[config.mk]
export PLATFORM = sky130hd
export DESIGN_NAME = pm_gather
export DESIGN_NICKNAME = d
export VERILOG_FILES = /design/src/rtl/pm_gather.sv
export SDC_FILE = /design/constraint.sdc
export NUM_CORES = 1
export LEC_CHECK = 0
export BUFFER_PORTS_ARGS = -buffer_cell sky130_fd_sc_hd__buf_2
export CAP_MARGIN = 0
export CELL_PAD_IN_SITES_DETAIL_PLACEMENT = 1
export CELL_PAD_IN_SITES_GLOBAL_PLACEMENT = 1
export CORE_ASPECT_RATIO = 0.7
export CORE_UTILIZATION = 43
export DETAILED_ROUTE_END_ITERATION = 8
export GPL_TIMING_DRIVEN = 0
export PLACE_DENSITY = 0.88
export SYNTH_ARGS = -nofsm -noshare
export SYNTH_HDL_FRONTEND = slang
export SYNTH_SLANG_ARGS = --single-unit
[constraint.sdc]
create_clock -name PM_clk -period 14.3 [get_ports PM_clk]
set_input_delay 0.715 -clock PM_clk [delete_from_list [all_inputs] [get_ports PM_clk]]
set_output_delay 0.715 -clock PM_clk [all_outputs]
set_load 0.02 [all_outputs]
[src/rtl/pm_gather.sv]
// pm_gather: collects the four path metrics of one trellis step, normalizes
// them against their minimum and hands the vector to the ACS stage with a
// valid/ready handshake. Decision bits and best-state address ride along.
module pm_gather #(
  parameter int PM_W = 7,
  parameter int ID_W = 3,
  parameter int N_ST = 4
) (
  input  logic                   PM_clk,
  input  logic                   PM_rst,
  input  logic                   data_rdy,
  input  logic [1:0]             addr_in,
  input  logic [PM_W-1:0]        PM_in,
  input  logic                   dec_in,
  input  logic [ID_W-1:0]        data_id,
  input  logic                   acs_ready,
  output logic                   vec_valid,
  output logic [N_ST*PM_W-1:0]   pm_vec,
  output logic [N_ST-1:0]        dec_vec,
  output logic [1:0]             min_addr,
  output logic [ID_W-1:0]        id_out,
  output logic                   id_err,
  output logic                   dup_err,
  output logic                   ovf_err
);

  // Collect buffer
  logic [PM_W-1:0] buf_pm [N_ST];
  logic [N_ST-1:0] buf_dec;
  logic [ID_W-1:0] buf_id;
  logic [N_ST-1:0] mask;

  logic            full;
  logic            xfer;
  logic            drop;
  logic            accept;
  logic [N_ST-1:0] onehot;

  logic [PM_W-1:0]        min_pm;
  logic [1:0]             min_idx;
  logic [N_ST*PM_W-1:0]   norm_vec;

  assign full   = (mask == {N_ST{1'b1}});
  // Output register is free when empty or being drained this cycle.
  assign xfer   = full && (!vec_valid || acs_ready);
  // Buffer full and output still held: nowhere to put the beat.
  assign drop   = data_rdy && full && !xfer;
  assign accept = data_rdy && !drop;
  assign onehot = {{(N_ST-1){1'b0}}, 1'b1} << addr_in;

  // Minimum search (strict compare keeps the lowest index on ties) and normalization
  always_comb begin
    min_pm   = buf_pm[0];
    min_idx  = '0;
    norm_vec = '0;
    for (int s = 1; s < N_ST; s++) begin
      if (buf_pm[s] < min_pm) begin
        min_pm  = buf_pm[s];
        min_idx = 2'(s);
      end
    end
    for (int s = 0; s < N_ST; s++) begin
      norm_vec[s*PM_W +: PM_W] = buf_pm[s] - min_pm;
    end
  end

  // Collect buffer update and sticky error flags
  always_ff @(posedge PM_clk or negedge PM_rst) begin
    if (!PM_rst) begin
      for (int s = 0; s < N_ST; s++) buf_pm[s] <= '0;
      buf_dec <= '0;
      buf_id  <= '0;
      mask    <= '0;
      id_err  <= 1'b0;
      dup_err <= 1'b0;
      ovf_err <= 1'b0;
    end else begin
      if (xfer) mask <= '0;
      if (accept) begin
        buf_pm[addr_in]  <= PM_in;
        buf_dec[addr_in] <= dec_in;
        if (xfer || mask == '0) begin
          // Fresh collection (possibly into the buffer just emptied by a transfer)
          mask   <= onehot;
          buf_id <= data_id;
        end else if (data_id != buf_id) begin
          // Symbol changed before completion: abandon old beats, restart here
          id_err <= 1'b1;
          mask   <= onehot;
          buf_id <= data_id;
        end else begin
          if ((mask & onehot) != '0) dup_err <= 1'b1;
          mask <= mask | onehot;
        end
      end
      if (drop) ovf_err <= 1'b1;
    end
  end

  // Output register and handshake
  always_ff @(posedge PM_clk or negedge PM_rst) begin
    if (!PM_rst) begin
      vec_valid <= 1'b0;
      pm_vec    <= '0;
      dec_vec   <= '0;
      min_addr  <= '0;
      id_out    <= '0;
    end else if (xfer) begin
      vec_valid <= 1'b1;
      pm_vec    <= norm_vec;
      dec_vec   <= buf_dec;
      min_addr  <= min_idx;
      id_out    <= buf_id;
    end else if (acs_ready) begin
      vec_valid <= 1'b0;
    end
  end

endmodule

==> metrics, run 1 <==
status finished, violations left; Die Y 97.4 µm; final hold vios 0; class of the worst hold path input port to asynchronous set/reset pin; TritonCTS Buffers 9; Clock Skews 0.0151 ns; # H-tree levels 3; RSZ-0062 raised after global routing false; largest net degree at the start of global routing 57; Root Driver clkbuf_16; Critical Path Sink Type flip-flop; max-slew violation count 0; Chip Width 138 µm; fill count 1496; GR Overflow Total 0; EDFF count, synth 0; fin crit period 9.16 ns; nets 729; Reg-to-Reg Start buf_pm[25]$_DFFE_PN0P_; slew margin rel. 28.0%; average vias per placed instance 6.17; vias in the first global route 5537; violated checks design-rule violations; synth warn 0; post-synthesis async set-or-reset flop share 100%; GPL Wtd Cong 0.942; reg-to-reg slack, setup 5.14 ns; Area growth, synth to finish 14.9%; Syn Nets 660; peak fanout along the critical path 10; CTS tree yes; Slowest-stage cell, CP a2111oi_0; total core area 12500 µm²; GRT Overall Usage 29.9%; Post-Synthesis Cell Area 5590 µm²; Initial Util 44.5%; Post-CTS Setup Repair Bufs 0; footprint of the multi-input gates 3300 µm²; routed len/inst 22.4 µm; dpl hpwl 14.6 mm; diode count 0; Seq. cell area 2000 µm²; largest cells by area after synthesis dfrtp_1 36%, nand2_1 7.5%, mux2_2 6.7%; post-synth top area cell dfrtp_1; CP arrival 9.39 ns; FF-to-FF End pm_vec[19]$_DFFE_PN0P_; Clk pin slew, worst setup/hold paths 0.07 ns; first-pass iteration count of the detailed router 6; Post-Route WL 19.2 mm; initial detailed-routing violation count 352; post-synth top area share 35.8%; Post-route DRC 14; CP Class flip-flop to flip-flop; Worst path max stage delay 0.78 ns; Post-Syn Instances 623; Seq/Total Area, Yosys 35.8%; Slew @ Worst Pin 1.07 ns; max cap viols 0; final period utilization 64.0%; Worst Path Required 14.53 ns; Cell Rows 34; setup_tns 0 ns; register bit total from synthesis 80; first-pass GRT wire length 30.7 mm; clk buf depth 2; CP startpoint kind flip-flop; DIE AREA 13500 µm²; fin worst setup slack 5.14 ns; initial antenna violation count 0; clock latency on the worst-skew pair 0.36 ns; pre-CTS setup slack 5.42 ns; clock sink count 80; hold_buf cts 0; synthesized area per cell 8.97 µm²; Synth cell types 79; Fmax 0.109 GHz; ys flop type dfrtp_1; antenna viol nets, final 0; FF-to-FF path depth 33; setup violators final 0; # resized after CTS 0; port bufs 57; # IOs 58; vias 5301; share of cells above drive strength 1 21.5%
through the flow:
step                      instances  cell area [µm²]  utilization, %  hold slack [ns]
final                           859             6420            51.2            0.269
after global routing            859             6420            51.2            0.297
after CTS                       859             6420            51.2            0.281
after detailed placement        843             6110            48.7            0.441
after global placement          842             6080            48.4            0.435
after floorplan                 623             5590               -            0.419
sequential cells by signal (all words and copies together), names as in the netlist:
name	count
buf_dec	4
min_addr	2
dec_vec	4
ovf_err	1
buf_id	3
vec_valid	1
buf_pm	28
id_out	3
mask	4
dup_err	1
pm_vec	28
id_err	1
layer usage:
metal  vias up  share of wire (%)  global-route usage, %
met1      2656                 46                   40.5
met5         -                  0                      0
li1       2387                  -                      -
met4         0                2.5                   10.8
met2       214                 44                   46.1
met3        44                7.4                   7.49
cell usage after synthesis (3+ instances only):
| master | number |
|---|---|
| nand3b_1 | 3 |
| nand2_1 | 112 |
| a31oi_1 | 4 |
| a211oi_1 | 13 |
| mux2_2 | 33 |
| a21oi_1 | 21 |
| ha_1 | 20 |
| inv_1 | 35 |
| nand2b_1 | 8 |
| buf_2 | 3 |
| o22ai_1 | 8 |
| mux2i_2 | 3 |
| nor2_1 | 30 |
| mux2i_1 | 5 |
| o221ai_1 | 3 |
| nor2b_1 | 4 |
| and3_1 | 3 |
| nand3_1 | 9 |
| a21o_1 | 10 |
| xor2_1 | 7 |
| dfrtp_1 | 80 |
| o21ai_0 | 37 |
| clkbuf_1 | 20 |
| buf_6 | 4 |
| a22oi_1 | 3 |
| a221oi_1 | 5 |
| nor3_1 | 10 |
| o211ai_1 | 5 |
| maj3_2 | 5 |
| a2111oi_0 | 3 |
| xnor2_1 | 29 |
| o2111ai_1 | 9 |
| a211o_1 | 4 |
| nor4_1 | 4 |
| o21ai_1 | 10 |
critical path, delay by kind of cell (launching register included):
kind,cells,cell delay [ns]
flops,1,0.32
simple gates,9,1.44
fa+ha+maj,4,1.29
buf+inv,7,1.78
compound gates,13,4.19
cell families (layout without fill, tap and decap cells):
group,count (synthesis),after routing,synth area share [%]
simple gates,203,203,16.7
compound gates,169,169,22.0
flops,80,80,35.8
buf+inv,65,139,5.10
mux,43,43,8.96
xor+xnor,36,36,5.64
fa+ha+maj,27,27,5.84
worst max-delay path by stage:
stage | depth (start not counted) | end | from | slack, ns
final | 33 | pm_vec[19]$_DFFE_PN0P_ | buf_pm[25]$_DFFE_PN0P_ | 5.14
after global placement | 32 | pm_vec[19]$_DFFE_PN0P_ | buf_pm[25]$_DFFE_PN0P_ | 5.83
after CTS | 32 | pm_vec[19]$_DFFE_PN0P_ | buf_pm[25]$_DFFE_PN0P_ | 5.32
after detailed placement | 34 | pm_vec[19]$_DFFE_PN0P_ | buf_pm[25]$_DFFE_PN0P_ | 5.42
after floorplan | 37 | pm_vec[27]$_DFFE_PN0P_ | buf_pm[25]$_DFFE_PN0P_ | 7.30
after global routing | 34 | pm_vec[19]$_DFFE_PN0P_ | buf_pm[25]$_DFFE_PN0P_ | 4.53
area by class of cell:
type / instances / share of cell area [%]
Clock buffer: 11 / 3.94
Inverter: 35 / 2.05
Tap cell: 162 / 3.16
Multi-Input combinational cell: 478 / 51.4
Buffer: 30 / 2.40
Clock inverter: 5 / 0.994
Timing Repair Buffer: 58 / 4.91
Sequential cell: 80 / 31.2
layout by cell type (no fill, tap or decap), drive strengths merged, types with 3 or more instances in the layout:
| master | synthesis | routed |
|---|---|---|
| nor4 | 5 | 5 |
| a221oi | 5 | 5 |
| nor2b | 5 | 5 |
| xnor2 | 29 | 29 |
| a2111oi | 5 | 5 |
| nand3 | 9 | 9 |
| o2111ai | 10 | 10 |
| o21ai | 49 | 49 |
| mux2i | 8 | 8 |
| mux2 | 34 | 34 |
| a31oi | 4 | 4 |
| maj3 | 7 | 7 |
| nand3b | 3 | 3 |
| and3 | 3 | 3 |
| xor2 | 7 | 7 |
| nor2 | 31 | 31 |
| buf | 10 | 68 |
| ha | 20 | 20 |
| a21oi | 23 | 23 |
| o22ai | 8 | 8 |
| nor3 | 12 | 12 |
| o211ai | 5 | 5 |
| nand2b | 8 | 8 |
| a211o | 4 | 4 |
| nand2 | 114 | 114 |
| a22oi | 3 | 3 |
| inv | 35 | 36 |
| a21o | 11 | 11 |
| dfrtp | 80 | 80 |
| o221ai | 3 | 3 |
| or2 | 3 | 3 |
| a211oi | 15 | 15 |
| clkbuf | 20 | 31 |
Power of run 1 is not shown: default switching activity piles up to over one toggle a cycle in this logic, so the estimate is an artifact.
==> run 2, diff against run 1 <==
--- a/config.mk
+++ b/config.mk
@@ -5,12 +5,13 @@
 export SDC_FILE = /design/constraint.sdc
 export NUM_CORES = 1
 export LEC_CHECK = 0
+export ABC_AREA = 1
 export BUFFER_PORTS_ARGS = -buffer_cell sky130_fd_sc_hd__buf_2
 export CAP_MARGIN = 0
 export CELL_PAD_IN_SITES_DETAIL_PLACEMENT = 1
 export CELL_PAD_IN_SITES_GLOBAL_PLACEMENT = 1
 export CORE_ASPECT_RATIO = 0.7
-export CORE_UTILIZATION = 43
+export CORE_UTILIZATION = 39
 export DETAILED_ROUTE_END_ITERATION = 8
 export GPL_TIMING_DRIVEN = 0
 export PLACE_DENSITY = 0.88
==> constraint.sdc (replaced) <==
create_clock -name PM_clk -period 7.4 [get_ports PM_clk]
set_input_delay 0.37 -clock PM_clk [delete_from_list [all_inputs] [get_ports PM_clk]]
set_output_delay 0.37 -clock PM_clk [all_outputs]
set_load 0.02 [all_outputs]
==> run 2 against run 1 <==
The run still ends with design-rule violations left. Worst hold slack lost 0.040 ns. Die area up 0.57%. Count of clock-buffer cells in the layout down 1. Register-to-register slack got worse by 4.1 ns. Maximum frequency grew 43%. Critical path type unchanged. Critical endpoint is now pm_vec[27]$_DFFE_PN0P_. Largest cell class unchanged. Highest routed layer unchanged.
==> metrics, run 2 <==
commonest non-fill, non-tap cell in the layout nand2_1; clock latency on the worst-skew pair 0.35 ns; GRT Overall Usage 25.3%; final hold vios 0; setup violators final 0; Static Leakage 0.00327 µW; final period utilization 86.6%; Slowest-stage cell, CP o21ai_0; nets 811; Chip Width 139 µm; GPL Wtd Cong 0.897; CP arrival 6.64 ns; TritonCTS Buffers 9; Synth cell types 38; CP dominant cell by count nand2_1; Die Y 97.7 µm; antenna viol nets, final 0; fin worst setup slack 0.994 ns; commonest non-fill, non-tap cells in the layout 228 x nand2_1, 100 x nand3_1, 85 x inv_1; total core area 12600 µm²; Initial Util 40.5%; clock sink count 80; # IOs 58; diode count 0; share of cells above drive strength 1 15.7%; post-synth top area cell dfrtp_1; CP startpoint kind flip-flop; most frequent cell after synthesis nand2_1; Seq/Total Area, Yosys 39.3%; first-pass GRT wire length 26.7 mm; biggest regs buf_pm (28), pm_vec (28); Fmax 0.156 GHz; fin crit period 6.41 ns; status finished, violations left; clk buf depth 2; post-synth top area share 39.3%; max-slew violation count 0; average vias per placed instance 5.26; setup_tns 0 ns; pre-CTS setup slack 1.04 ns; Post-Synthesis Cell Area 5100 µm²; vias in the first global route 5253; GR Overflow Total 0; first-pass iteration count of the detailed router 6; DIE AREA 13500 µm²; dpl hpwl 13.2 mm; Root Driver clkbuf_16; class of the worst hold path input port to flip-flop; initial detailed-routing violation count 278; initial antenna violation count 0; Cell Rows 34; Post-synth top cells 228 x nand2_1, 100 x nand3_1, 85 x inv_1; post-synthesis async set-or-reset flop share 100%; Clk pin slew, worst setup/hold paths 0.07 ns; ys flop type dfrtp_1; Worst Path Required 7.64 ns; # H-tree levels 3; CP Class flip-flop to flip-flop; # resized after CTS 0; Post-Route WL 16.5 mm; Post-Syn Instances 704; register bit total from synthesis 80; synthesized area per cell 7.24 µm²; Clock Skews 0.00904 ns; largest net degree at the start of global routing 63; Worst path max stage delay 0.66 ns; max cap viols 0; port bufs 57; Area growth, synth to finish 16.1%; largest cells by area after synthesis dfrtp_1 39%, nand2_1 17%, nand3_1 9.8%; Post-CTS Setup Repair Bufs 0; vias 4950; Slew @ Worst Pin 1.08 ns; Peak supply drop 0.000152 V; RSZ-0062 raised after global routing false; peak fanout along the critical path 10; routed len/inst 17.6 µm; EDFF count, synth 0; slew margin rel. 27.6%; synth warn 0; Critical Path Sink Type flip-flop; violated checks design-rule violations; Final Total Pwr 2820 µW; Syn Nets 741; Post-route DRC 4; pwr dens 476 nW/µm²; CTS tree yes
run 2: worst max-delay path: cells and delay by family (launching register included):
kind / cells / cell delay, ns
AND/OR/NAND/NOR: 14 / 1.65
flip-flops: 1 / 0.42
AO/OA/AOI/OAI: 7 / 2.08
adder cells (fa/ha/maj): 4 / 1.40
buffers and inverters: 6 / 0.74
run 2: final timing paths:
| path | start | end | slack [ns] | cells past startpoint |
|---|---|---|---|---|
| max | buf_pm[25]$_DFFE_PN0P_ | pm_vec[27]$_DFFE_PN0P_ | 0.99 | 31 |
| min | acs_ready | vec_valid$_DFFE_PN0P_ | 0.23 | 2 |
| max reg2reg | buf_pm[25]$_DFFE_PN0P_ | pm_vec[27]$_DFFE_PN0P_ | 0.99 | 31 |
| min reg2reg | dec_vec[0]$_DFFE_PN0P_ | dec_vec[0]$_DFFE_PN0P_ | 0.47 | 2 |
| max in group asynchronous | PM_rst | dec_vec[3]$_DFFE_PN0P_ | 6.36 | 3 |
| min in group asynchronous | PM_rst | min_addr[1]$_DFFE_PN0P_ | 0.45 | 2 |
run 2: metal layers:
metal | vias to the layer above | global-route usage, % | share of wire, %
li1 | 2409 | - | -
met1 | 2424 | 34.2 | 46
met2 | 101 | 42.4 | 46
met3 | 16 | 4.14 | 6.3
met4 | 0 | 6.50 | 1.4
met5 | - | 0 | 0
run 2: layout make-up:
type	instances	area, µm²
Clock buffer	10	239
Clock inverter	6	55.1
Timing Repair Buffer	59	325
Inverter	91	344
Multi-Input combinational cell	518	2670
Tap cell	162	203
Buffer	15	82.6
Fill cell	1634	6670
Sequential cell	80	2000
run 2: power by group:
group / switching [µW] / total [µW] / internal (µW)
sequential: 85.3 / 620 / 535
combinational: 1180 / 1740 / 563
clock: 211 / 456 / 246
total: 1470 / 2820 / 1340
run 2: logic make-up after synthesis:
logic type	Yosys count	synth area share, %
flops	80	39.3
compound gates	84	10.1
mux	2	0.442
fa+ha+maj	20	4.91
buf+inv	106	8.37
xor+xnor	11	1.89
simple gates	401	35.1
run 2: what timing repair did:
action,4_1_cts,5_1_grt
endpoints found under the setup margin,0,0
hold endpoints to repair,18,0
hold buffers,1,0
run 2: through the flow:
stage          cells  hold slack, ns  util (%)  area, µm²
2_1_floorplan    704          0.0744         -       5100
3_3_place_gp     923           0.450      44.4       5590
3_5_place_dp     924           0.281      44.6       5620
4_1_cts          941           0.219      47.0       5920
5_1_grt          941           0.236      47.0       5920
6_report         941           0.230      47.0       5920
No activity file was read; power rests on OpenSTA's default activity.
==> run 3, diff against run 2 <==
--- a/config.mk
+++ b/config.mk
@@ -7,13 +7,11 @@
 export LEC_CHECK = 0
 export ABC_AREA = 1
 export BUFFER_PORTS_ARGS = -buffer_cell sky130_fd_sc_hd__buf_2
-export CAP_MARGIN = 0
 export CELL_PAD_IN_SITES_DETAIL_PLACEMENT = 1
 export CELL_PAD_IN_SITES_GLOBAL_PLACEMENT = 1
 export CORE_ASPECT_RATIO = 0.7
 export CORE_UTILIZATION = 39
 export DETAILED_ROUTE_END_ITERATION = 8
-export GPL_TIMING_DRIVEN = 0
 export PLACE_DENSITY = 0.88
 export SYNTH_ARGS = -nofsm -noshare
 export SYNTH_HDL_FRONTEND = slang
==> run 3 against run 2 <==
The run still ends with design-rule violations left. Largest cell class unchanged. Count of clock-buffer cells in the layout is the same. Global-route usage grew 0.89 points. Worst hold slack lost 0.031 ns. First-iteration DRC count grew 36%. Via count grew 0.59%. Critical path type unchanged. Maximum frequency grew 1.8%. Design area shrank 1.4%. Cell count shrank 1.6%. Clock power grew 6.8%. Die area is the same. Sequential share of layout area grew 0.48 points. Largest power group unchanged.
==> metrics, run 3 (same netlist as run 2, synthesis figures left out) <==
status finished, violations left; violated checks design-rule violations; Layout Utilization 46.4%; Chip Width 139 µm; Comb power frac 61.2%; sw power 1490 µW; final hold vios 0; port bufs 57; GR Overflow Total 0; Static Leakage 0.00323 µW; initial detailed-routing violation count 379; biggest regs buf_pm (28), pm_vec (28); hold_buf cts 0; CTS tree yes; share of cells above drive strength 1 15.7%; largest net degree at the start of global routing 81; footprint of the multi-input gates 2670 µm²; vias 4979; Initial Util 40.5%; Pint 1350 µW; # resized after CTS 0; Post-route DRC 8; dpl hpwl 12.3 mm; first-pass GRT wire length 27.4 mm; clock latency on the worst-skew pair 0.35 ns; commonest non-fill, non-tap cell in the layout nand2_1; GPL Wtd Cong 0.937; sw frac 52.5%; total core area 12600 µm²; CP dominant cell by count nand2_1; # IOs 58; fin crit period 6.29 ns; commonest non-fill, non-tap cells in the layout 228 x nand2_1, 100 x nand3_1, 85 x inv_1; nets 796; vias in the first global route 5201; antenna viol nets, final 0; class of the worst hold path input port to asynchronous set/reset pin; Clock Skews 0.00544 ns; Area growth, synth to finish 14.5%; diode count 0; clock sink count 80; Slowest-stage cell, CP o21ai_0; pwr dens 486 nW/µm²; clk buf depth 2; max-slew violation count 0; Placed Instances 910; fill count 1626; setup violators final 0; Post-CTS Setup Repair Bufs 0; Critical Path Sink Type flip-flop; Post-Route WL 16.5 mm; Worst path max stage delay 0.62 ns; # H-tree levels 3; CP Class flip-flop to flip-flop; TritonCTS Buffers 9; RSZ-0062 raised after global routing false; CP startpoint kind flip-flop; initial antenna violation count 0; slew margin rel. 30.6%; sequential share of power 21.7%; Peak supply drop 0.000183 V; DIE AREA 13500 µm²; Die Y 97.7 µm; Fmax 0.159 GHz; Finished Layout Cells 926; Clk pin slew, worst setup/hold paths 0.07 ns; max cap viols 0; WHS 0.198 ns; clock share of power 17.2%; first-pass iteration count of the detailed router 7; Root Driver clkbuf_16; setup_tns 0 ns; Seq. cell area 2000 µm²; routed len/inst 17.8 µm; Final Total Pwr 2840 µW; Slew @ Worst Pin 1.04 ns; final period utilization 85.0%; Worst Path Required 7.69 ns; Cell Rows 34; GRT Overall Usage 26.2%; peak fanout along the critical path 17; CP arrival 6.58 ns; average vias per placed instance 5.38
-- run 3: cell count changes in the layout (fill, tap and decap cells not counted), sizes merged --
cell / before / now
dlygate4sd3: 1 / 0
buf: 62 / 59
clkinv: 0 / 2
inv: 97 / 93
bufinv: 0 / 1
clkbuf: 21 / 10
clkinvlp: 0 / 1
-- run 3: worst max-delay path: cells and delay by family (launching register included) --
kind / cells / cell delay [ns]
buffers and inverters: 5 / 0.43
flip-flops: 1 / 0.40
AO/OA/AOI/OAI: 8 / 1.99
adder cells (fa/ha/maj): 4 / 1.34
AND/OR/NAND/NOR: 13 / 2.05
-- run 3: metrics by stage --
stage / cell area (µm²) / setup slack [ns]
detailed placement: 5520 / 1.30
global route: 5840 / 0.564
floorplan: 5100 / 2.64
finish: 5840 / 1.11
global placement: 5520 / 1.59
CTS: 5840 / 1.25
-- run 3: path summary, 6_finish.rpt --
| kind | start | end | slack (ns) | depth (start not counted) |
|---|---|---|---|---|
| worst min-delay path | PM_rst | pm_vec[23]$_DFFE_PN0P_ | 0.20 | 1 |
| worst min register to register | pm_vec[15]$_DFFE_PN0P_ | pm_vec[15]$_DFFE_PN0P_ | 0.47 | 2 |
| worst max register to register | buf_pm[25]$_DFFE_PN0P_ | pm_vec[27]$_DFFE_PN0P_ | 1.11 | 30 |
| max in group asynchronous | PM_rst | mask[3]$_DFFE_PN0P_ | 6.53 | 1 |
| worst max-delay path | buf_pm[25]$_DFFE_PN0P_ | pm_vec[27]$_DFFE_PN0P_ | 1.11 | 30 |
| min in group PM_clk | acs_ready | vec_valid$_DFFE_PN0P_ | 0.22 | 2 |
-- run 3: cell type report --
type	count	area share (%)
clock buffer	10	4.09
clock inverter	6	1.29
inverter	91	5.89
multi-input combinational	518	45.8
sequential	80	34.3
tap	162	3.47
timing repair buffer	59	5.19
-- run 3: per-layer routing --
| metal | vias to the layer above | track usage, % | part of all wire (%) | wire (µm) |
|---|---|---|---|---|
| met5 | - | 0 | 0 | 0 |
| li1 | 2378 | - | - | - |
| met1 | 2470 | 35.0 | 47 | 7730 |
| met2 | 117 | 43.6 | 47 | 7720 |
| met4 | 0 | 5.04 | 0.95 | 157 |
| met3 | 14 | 6.06 | 5.2 | 864 |
-- run 3: power groups by stage --
stage,clock network (µW),logic (µW),registers [µW]
CTS,492,1740,614
finish,487,1740,615
global route,508,1950,629
detailed placement,0,1720,620
floorplan,0,1180,685
global placement,0,1640,615
